## src/rtl/hdmi_video_out.sv

```systemverilog
`default_nettype none
// ============================================================================
// Module      : hdmi_video_out
// Description : Video timing generator and AXI4-Stream to HDMI pixel output
//               stage with start-of-frame lock and error recovery.
// Revision    : 1.0 - initial release
// ============================================================================
module hdmi_video_out #(
    parameter int          H_ACTIVE   = 1920,
    parameter int          H_FP       = 88,
    parameter int          H_SYNC     = 44,
    parameter int          H_BP       = 148,
    parameter int          V_ACTIVE   = 1080,
    parameter int          V_FP       = 4,
    parameter int          V_SYNC     = 5,
    parameter int          V_BP       = 36,
    parameter bit          HS_POL     = 1'b1,
    parameter bit          VS_POL     = 1'b1,
    parameter logic [15:0] BLANK_DATA = 16'h8010
) (
    input  logic        clk,
    input  logic        reset,
    input  logic [15:0] s_axis_tdata,
    input  logic        s_axis_tvalid,
    output logic        s_axis_tready,
    input  logic        s_axis_tuser,
    input  logic        s_axis_tlast,
    output logic [15:0] hdmi_data,
    output logic        hdmi_data_e,
    output logic        hdmi_hsync,
    output logic        hdmi_vsync,
    output logic        locked,
    output logic        underflow,
    output logic        frame_err,
    input  logic        status_clr,
    output logic        frame_start
);

    localparam int H_TOTAL = H_ACTIVE + H_FP + H_SYNC + H_BP;
    localparam int V_TOTAL = V_ACTIVE + V_FP + V_SYNC + V_BP;
    localparam int HW      = $clog2(H_TOTAL);
    localparam int VW      = $clog2(V_TOTAL);

    localparam logic [HW-1:0] c_h_last = HW'(H_TOTAL - 1);
    localparam logic [VW-1:0] c_v_last = VW'(V_TOTAL - 1);

    typedef enum logic [0:0] {
        ST_WAIT_SOF = 1'b0,
        ST_RUN      = 1'b1
    } state_t;

    state_t          r_state;
    state_t          w_state_nxt;
    logic [HW-1:0]   r_hcnt;
    logic [VW-1:0]   r_vcnt;
    logic            w_active;
    logic            w_sof_pos;
    logic            w_line_end;
    logic            w_hs_on;
    logic            w_vs_on;
    logic            w_frame_bad;
    logic            w_ready;
    logic            w_pix_ok;
    logic            w_uf_evt;
    logic            w_fe_evt;

    assign w_active   = (int'(r_hcnt) < H_ACTIVE) && (int'(r_vcnt) < V_ACTIVE);
    assign w_sof_pos  = (r_hcnt == '0) && (r_vcnt == '0);
    assign w_line_end = (int'(r_hcnt) == H_ACTIVE - 1);
    assign w_hs_on    = (int'(r_hcnt) >= H_ACTIVE + H_FP) &&
                        (int'(r_hcnt) <  H_ACTIVE + H_FP + H_SYNC);
    // vcnt only moves on an hcnt wrap, so vsync edges land at hcnt=0.
    assign w_vs_on    = (int'(r_vcnt) >= V_ACTIVE + V_FP) &&
                        (int'(r_vcnt) <  V_ACTIVE + V_FP + V_SYNC);

    assign w_frame_bad = (s_axis_tuser && !w_sof_pos) || (s_axis_tlast != w_line_end);

    always_comb begin
        w_state_nxt = r_state;
        w_ready     = 1'b0;
        w_pix_ok    = 1'b0;
        w_uf_evt    = 1'b0;
        w_fe_evt    = 1'b0;
        case (r_state)
            ST_WAIT_SOF: begin
                w_ready = !s_axis_tuser || w_sof_pos;
                if (s_axis_tvalid && s_axis_tuser && w_sof_pos) begin
                    w_pix_ok    = 1'b1;
                    w_state_nxt = ST_RUN;
                end
            end
            ST_RUN: begin
                w_ready = w_active && !w_frame_bad;
                if (w_active) begin
                    if (!s_axis_tvalid) begin
                        w_uf_evt    = 1'b1;
                        w_state_nxt = ST_WAIT_SOF;
                    end else if (w_frame_bad) begin
                        w_fe_evt    = 1'b1;
                        w_state_nxt = ST_WAIT_SOF;
                    end else begin
                        w_pix_ok = 1'b1;
                    end
                end
            end
            default: w_state_nxt = ST_WAIT_SOF;
        endcase
        // A held SOF beat must not slip through while reset is applied.
        if (reset) begin
            w_ready = 1'b0;
        end
    end

    assign s_axis_tready = w_ready;
    assign locked        = (r_state == ST_RUN);

    always_ff @(posedge clk) begin
        if (reset) begin
            r_state     <= ST_WAIT_SOF;
            r_hcnt      <= '0;
            r_vcnt      <= '0;
            hdmi_data   <= BLANK_DATA;
            hdmi_data_e <= 1'b0;
            hdmi_hsync  <= !HS_POL;
            hdmi_vsync  <= !VS_POL;
            frame_start <= 1'b0;
            underflow   <= 1'b0;
            frame_err   <= 1'b0;
        end else begin
            r_state <= w_state_nxt;
            if (r_hcnt == c_h_last) begin
                r_hcnt <= '0;
                r_vcnt <= (r_vcnt == c_v_last) ? '0 : r_vcnt + 1'b1;
            end else begin
                r_hcnt <= r_hcnt + 1'b1;
            end
            hdmi_data   <= w_pix_ok ? s_axis_tdata : BLANK_DATA;
            hdmi_data_e <= w_active;
            hdmi_hsync  <= w_hs_on ? HS_POL : !HS_POL;
            hdmi_vsync  <= w_vs_on ? VS_POL : !VS_POL;
            frame_start <= w_sof_pos;
            underflow   <= (underflow && !status_clr) || w_uf_evt;
            frame_err   <= (frame_err && !status_clr) || w_fe_evt;
        end
    end

endmodule
`default_nettype wire

```

## config.mk

```make
export PLATFORM = sky130hd
export DESIGN_NAME = hdmi_video_out
export DESIGN_NICKNAME = d
export VERILOG_FILES = /design/src/rtl/hdmi_video_out.sv
export SDC_FILE = /design/constraint.sdc
export NUM_CORES = 1
export LEC_CHECK = 0
export CORE_UTILIZATION = 44
export DETAILED_ROUTE_END_ITERATION = 8
export PLACE_DENSITY = 0.75
export SLEW_MARGIN = 15
export SYNTH_ARGS = -nofsm -noshare
export SYNTH_HDL_FRONTEND = slang
export SYNTH_SLANG_ARGS = --single-unit
```

## constraint.sdc

```tcl
create_clock -name clk -period 2.1 [get_ports clk]
set_input_delay 0.42 -clock clk [delete_from_list [all_inputs] [get_ports clk]]
set_output_delay 0.42 -clock clk [all_outputs]
set_load 0.05 [all_outputs]
```

==> flow_metrics.env <==
export IMPL_status="complete, but fails checks"
export IMPL_violations="setup timing"
export IMPL_synthToLayoutAreaGrowth_pct=48.8
export IMPL_hold_viol=0
export IMPL_yosys_cell_types_count=40
export IMPL_critPathRequiredTime_ps=1680
export IMPL_synthArstFlopShare_pct=0
export IMPL_syn_inst=209
export IMPL_grt_max_degree=19
export IMPL_synthFlopType="dfxtp_1"
export IMPL_cts_tree="yes"
export IMPL_cts_buffer_depth=2
export IMPL_ioPinCount=46
export IMPL_clock_latency_ps=300
export IMPL_fin_nets=316
export IMPL_firstDrtPassIters=4
export IMPL_slowest_stage="or4_4"
export IMPL_drt_total_wl_um=4710
export IMPL_postLayoutCoreUtil_pct=70.8
export IMPL_coreArea_um2=4140
export IMPL_max_stage_delay_ps=550
export IMPL_htreeDepth=2
export IMPL_ant_nets=0
export IMPL_cts_hold_buf=0
export IMPL_drive_gt1_share_pct=26.1
export IMPL_antenna_found_initial=0
export IMPL_final_max_slew_viol_count=0
export IMPL_overflow=0
export IMPL_dpl_cell_area_um2=2730
export IMPL_grt_pass1_vias=1736
export IMPL_die_x_um=68.9
export IMPL_die_y_um=68.9
export IMPL_worst_slew_pin_slew_ps=516
export IMPL_cts_root_buffer="clkbuf_8"
export IMPL_critPathKind="reg2out"
export IMPL_syn_num_nets=235
export IMPL_finalCritPeriodShare_pct=116
export IMPL_n_antenna_cell=0
export IMPL_min_period_ps=2440
export IMPL_vias_per_cell=5.20
export IMPL_synth_largest_area_cell="dfxtp_1"
export IMPL_synthDominantCellAreaShare_pct=46.7
export IMPL_drc=0
export IMPL_holdWs_ps=494
export IMPL_netlist_area_um2=1970
export IMPL_dpl_hpwl_um=3460
export IMPL_cts_buffers=5
export IMPL_cp_max_fo=3
export IMPL_p_leak_nw=1.10
export IMPL_initial_core_util_pct=47.6
export IMPL_hold_path_class="reg2reg"
export IMPL_power_density_nw_per_um2=612
export IMPL_fin_skew_ps=5.16
export IMPL_synth_area_leaders="dfxtp_1 (47%), nor2_1 (6.9%), nor3b_2 (6.3%)"
export IMPL_rows=23
export IMPL_crit_chain="or4_4 > o21ai_2 > nand3b_1 > o21a_1 > nor3_4 > buf_12"
export IMPL_fin_area_um2=2930
export IMPL_grt_usage_pct=22.2
export IMPL_pre_cts_ws_ps=-1.47
export IMPL_peakVddDrop_v=0.000367
export IMPL_synth_seq_area_share_pct=46.7
export IMPL_yosysWarnings=0
export IMPL_dieArea_um2=4750
export IMPL_synth_edf_count=0
export IMPL_rsz0062_at_grt="yes"
export IMPL_tns_ps=-1390
export IMPL_maxCapViolations=0
export IMPL_fmax_mhz=410
export IMPL_synth_seq_cells=46
export IMPL_setup_viol=17
export IMPL_endpoint_kind="primary output"
export IMPL_start_kind="flip-flop"
export IMPL_vias=1772
export IMPL_cp_arrival_ps=2020
export IMPL_slew_headroom_pct=65.5
export IMPL_wire_per_inst_um=13.8
export IMPL_cts_num_sinks=46
export IMPL_syn_area_per_cell_um2=9.43
export IMPL_grt_pass1_wl_um=7660
export IMPL_place_congestion=0.908
export IMPL_drtIter0Drc=85
export IMPL_clk_pin_slew_worst_paths_ps=90
export IMPL_io_buffers=45
export IMPL_fin_ws_ps=-337
-- flip-flops by register name, indices dropped and copies added, names as in the netlist --
| signal | cells |
|---|---|
| frame_err | 1 |
| frame_start | 1 |
| hdmi_data | 16 |
| hdmi_data_e | 1 |
| hdmi_hsync | 1 |
| hdmi_vsync | 1 |
| locked | 1 |
| r_hcnt | 12 |
| r_vcnt | 11 |
| underflow | 1 |
-- cell usage after synthesis (2+ instances only) --
master	instances
nand2_1	13
nor3b_1	4
or3_1	2
o21ai_0	2
nor3_1	8
or4_4	2
nand3_1	7
xor2_1	14
nor4b_1	2
xnor2_1	7
nor3b_2	10
nand4b_1	3
dfxtp_1	46
inv_1	6
nor2_1	36
ha_1	4
nor4_1	3
and3_1	2
nand4_1	9
clkbuf_1	7
or3b_2	2
a21oi_1	2
-- layer usage --
metal / up-vias / part of all wire [%] / track usage (%)
met2: 53 / 50 / 38.3
met3: 10 / 6.0 / 6.25
met5: - / 0 / 0
li1: 883 / - / -
met1: 826 / 42 / 24.4
met4: 0 / 1.9 / 11.7
-- where the power goes --
group          switching [W]  internal, W
Sequential        0.00000749     0.000889
Clock               0.000301     0.000354
Combinational       0.000125     0.000120
Total               0.000433      0.00136
-- cells by family (layout without fill, tap and decap cells) --
kind of cell	Yosys count	count (layout)	synth area share, %
buf+inv	15	97	3.30
simple gates	109	109	32.7
compound gates	14	14	5.39
xor+xnor	21	21	9.33
flops	46	46	46.7
fa+ha+maj	4	4	2.54
-- cell type report --
cell class                      count  area, µm²
Clock inverter                      3       45.0
Inverter                            6       22.5
Sequential cell                    46        925
Timing Repair Buffer               83        757
Tap cell                           50       62.6
Fill cell                         316       1210
Clock buffer                        5       68.8
Multi-Input combinational cell    148       1050
-- worst max-delay path, delay by kind of cell (launching register included) --
family	cells	cell delay (ps)
AND/OR/NAND/NOR	3	890
AO/OA/AOI/OAI	2	330
buffers and inverters	1	170
flip-flops	1	320
-- stage by stage --
step,cells,total power [W]
2_1_floorplan,209,0.00104
3_5_place_dp,329,0.00115
5_1_grt,341,0.00188
3_3_place_gp,329,0.00114
4_1_cts,338,0.00181
6_report,341,0.00180
-- placed cells by master (no fill, tap or decap), drive strengths merged, types with 4 or more instances in the layout --
cell type / synthesis / final
nand3: 7 / 7
clkbuf: 7 / 5
nor3: 8 / 8
clkdlybuf4s50: 0 / 44
dfxtp: 46 / 46
nand4: 9 / 9
ha: 4 / 4
inv: 6 / 6
nor2: 36 / 36
buf: 2 / 39
xor2: 14 / 14
nand2: 13 / 13
nor3b: 14 / 14
xnor2: 7 / 7
-- path summary, 6_finish.rpt --
kind,cells after the start,end,slack (ps),from
max reg2reg,5,hdmi_data[4],-130,r_hcnt[6]
max,6,s_axis_tready,-340,r_vcnt[9]
min,2,underflow,490,underflow
min reg2reg,2,underflow,490,underflow
-- timing repair --
item	CTS	global route
gates cloned	1	0
buffers inserted	0	3
resized for setup	11	5
endpoints found under the setup margin	15	17
pin swaps	2	5
Note: power is estimated with default switching activity, not from simulation.
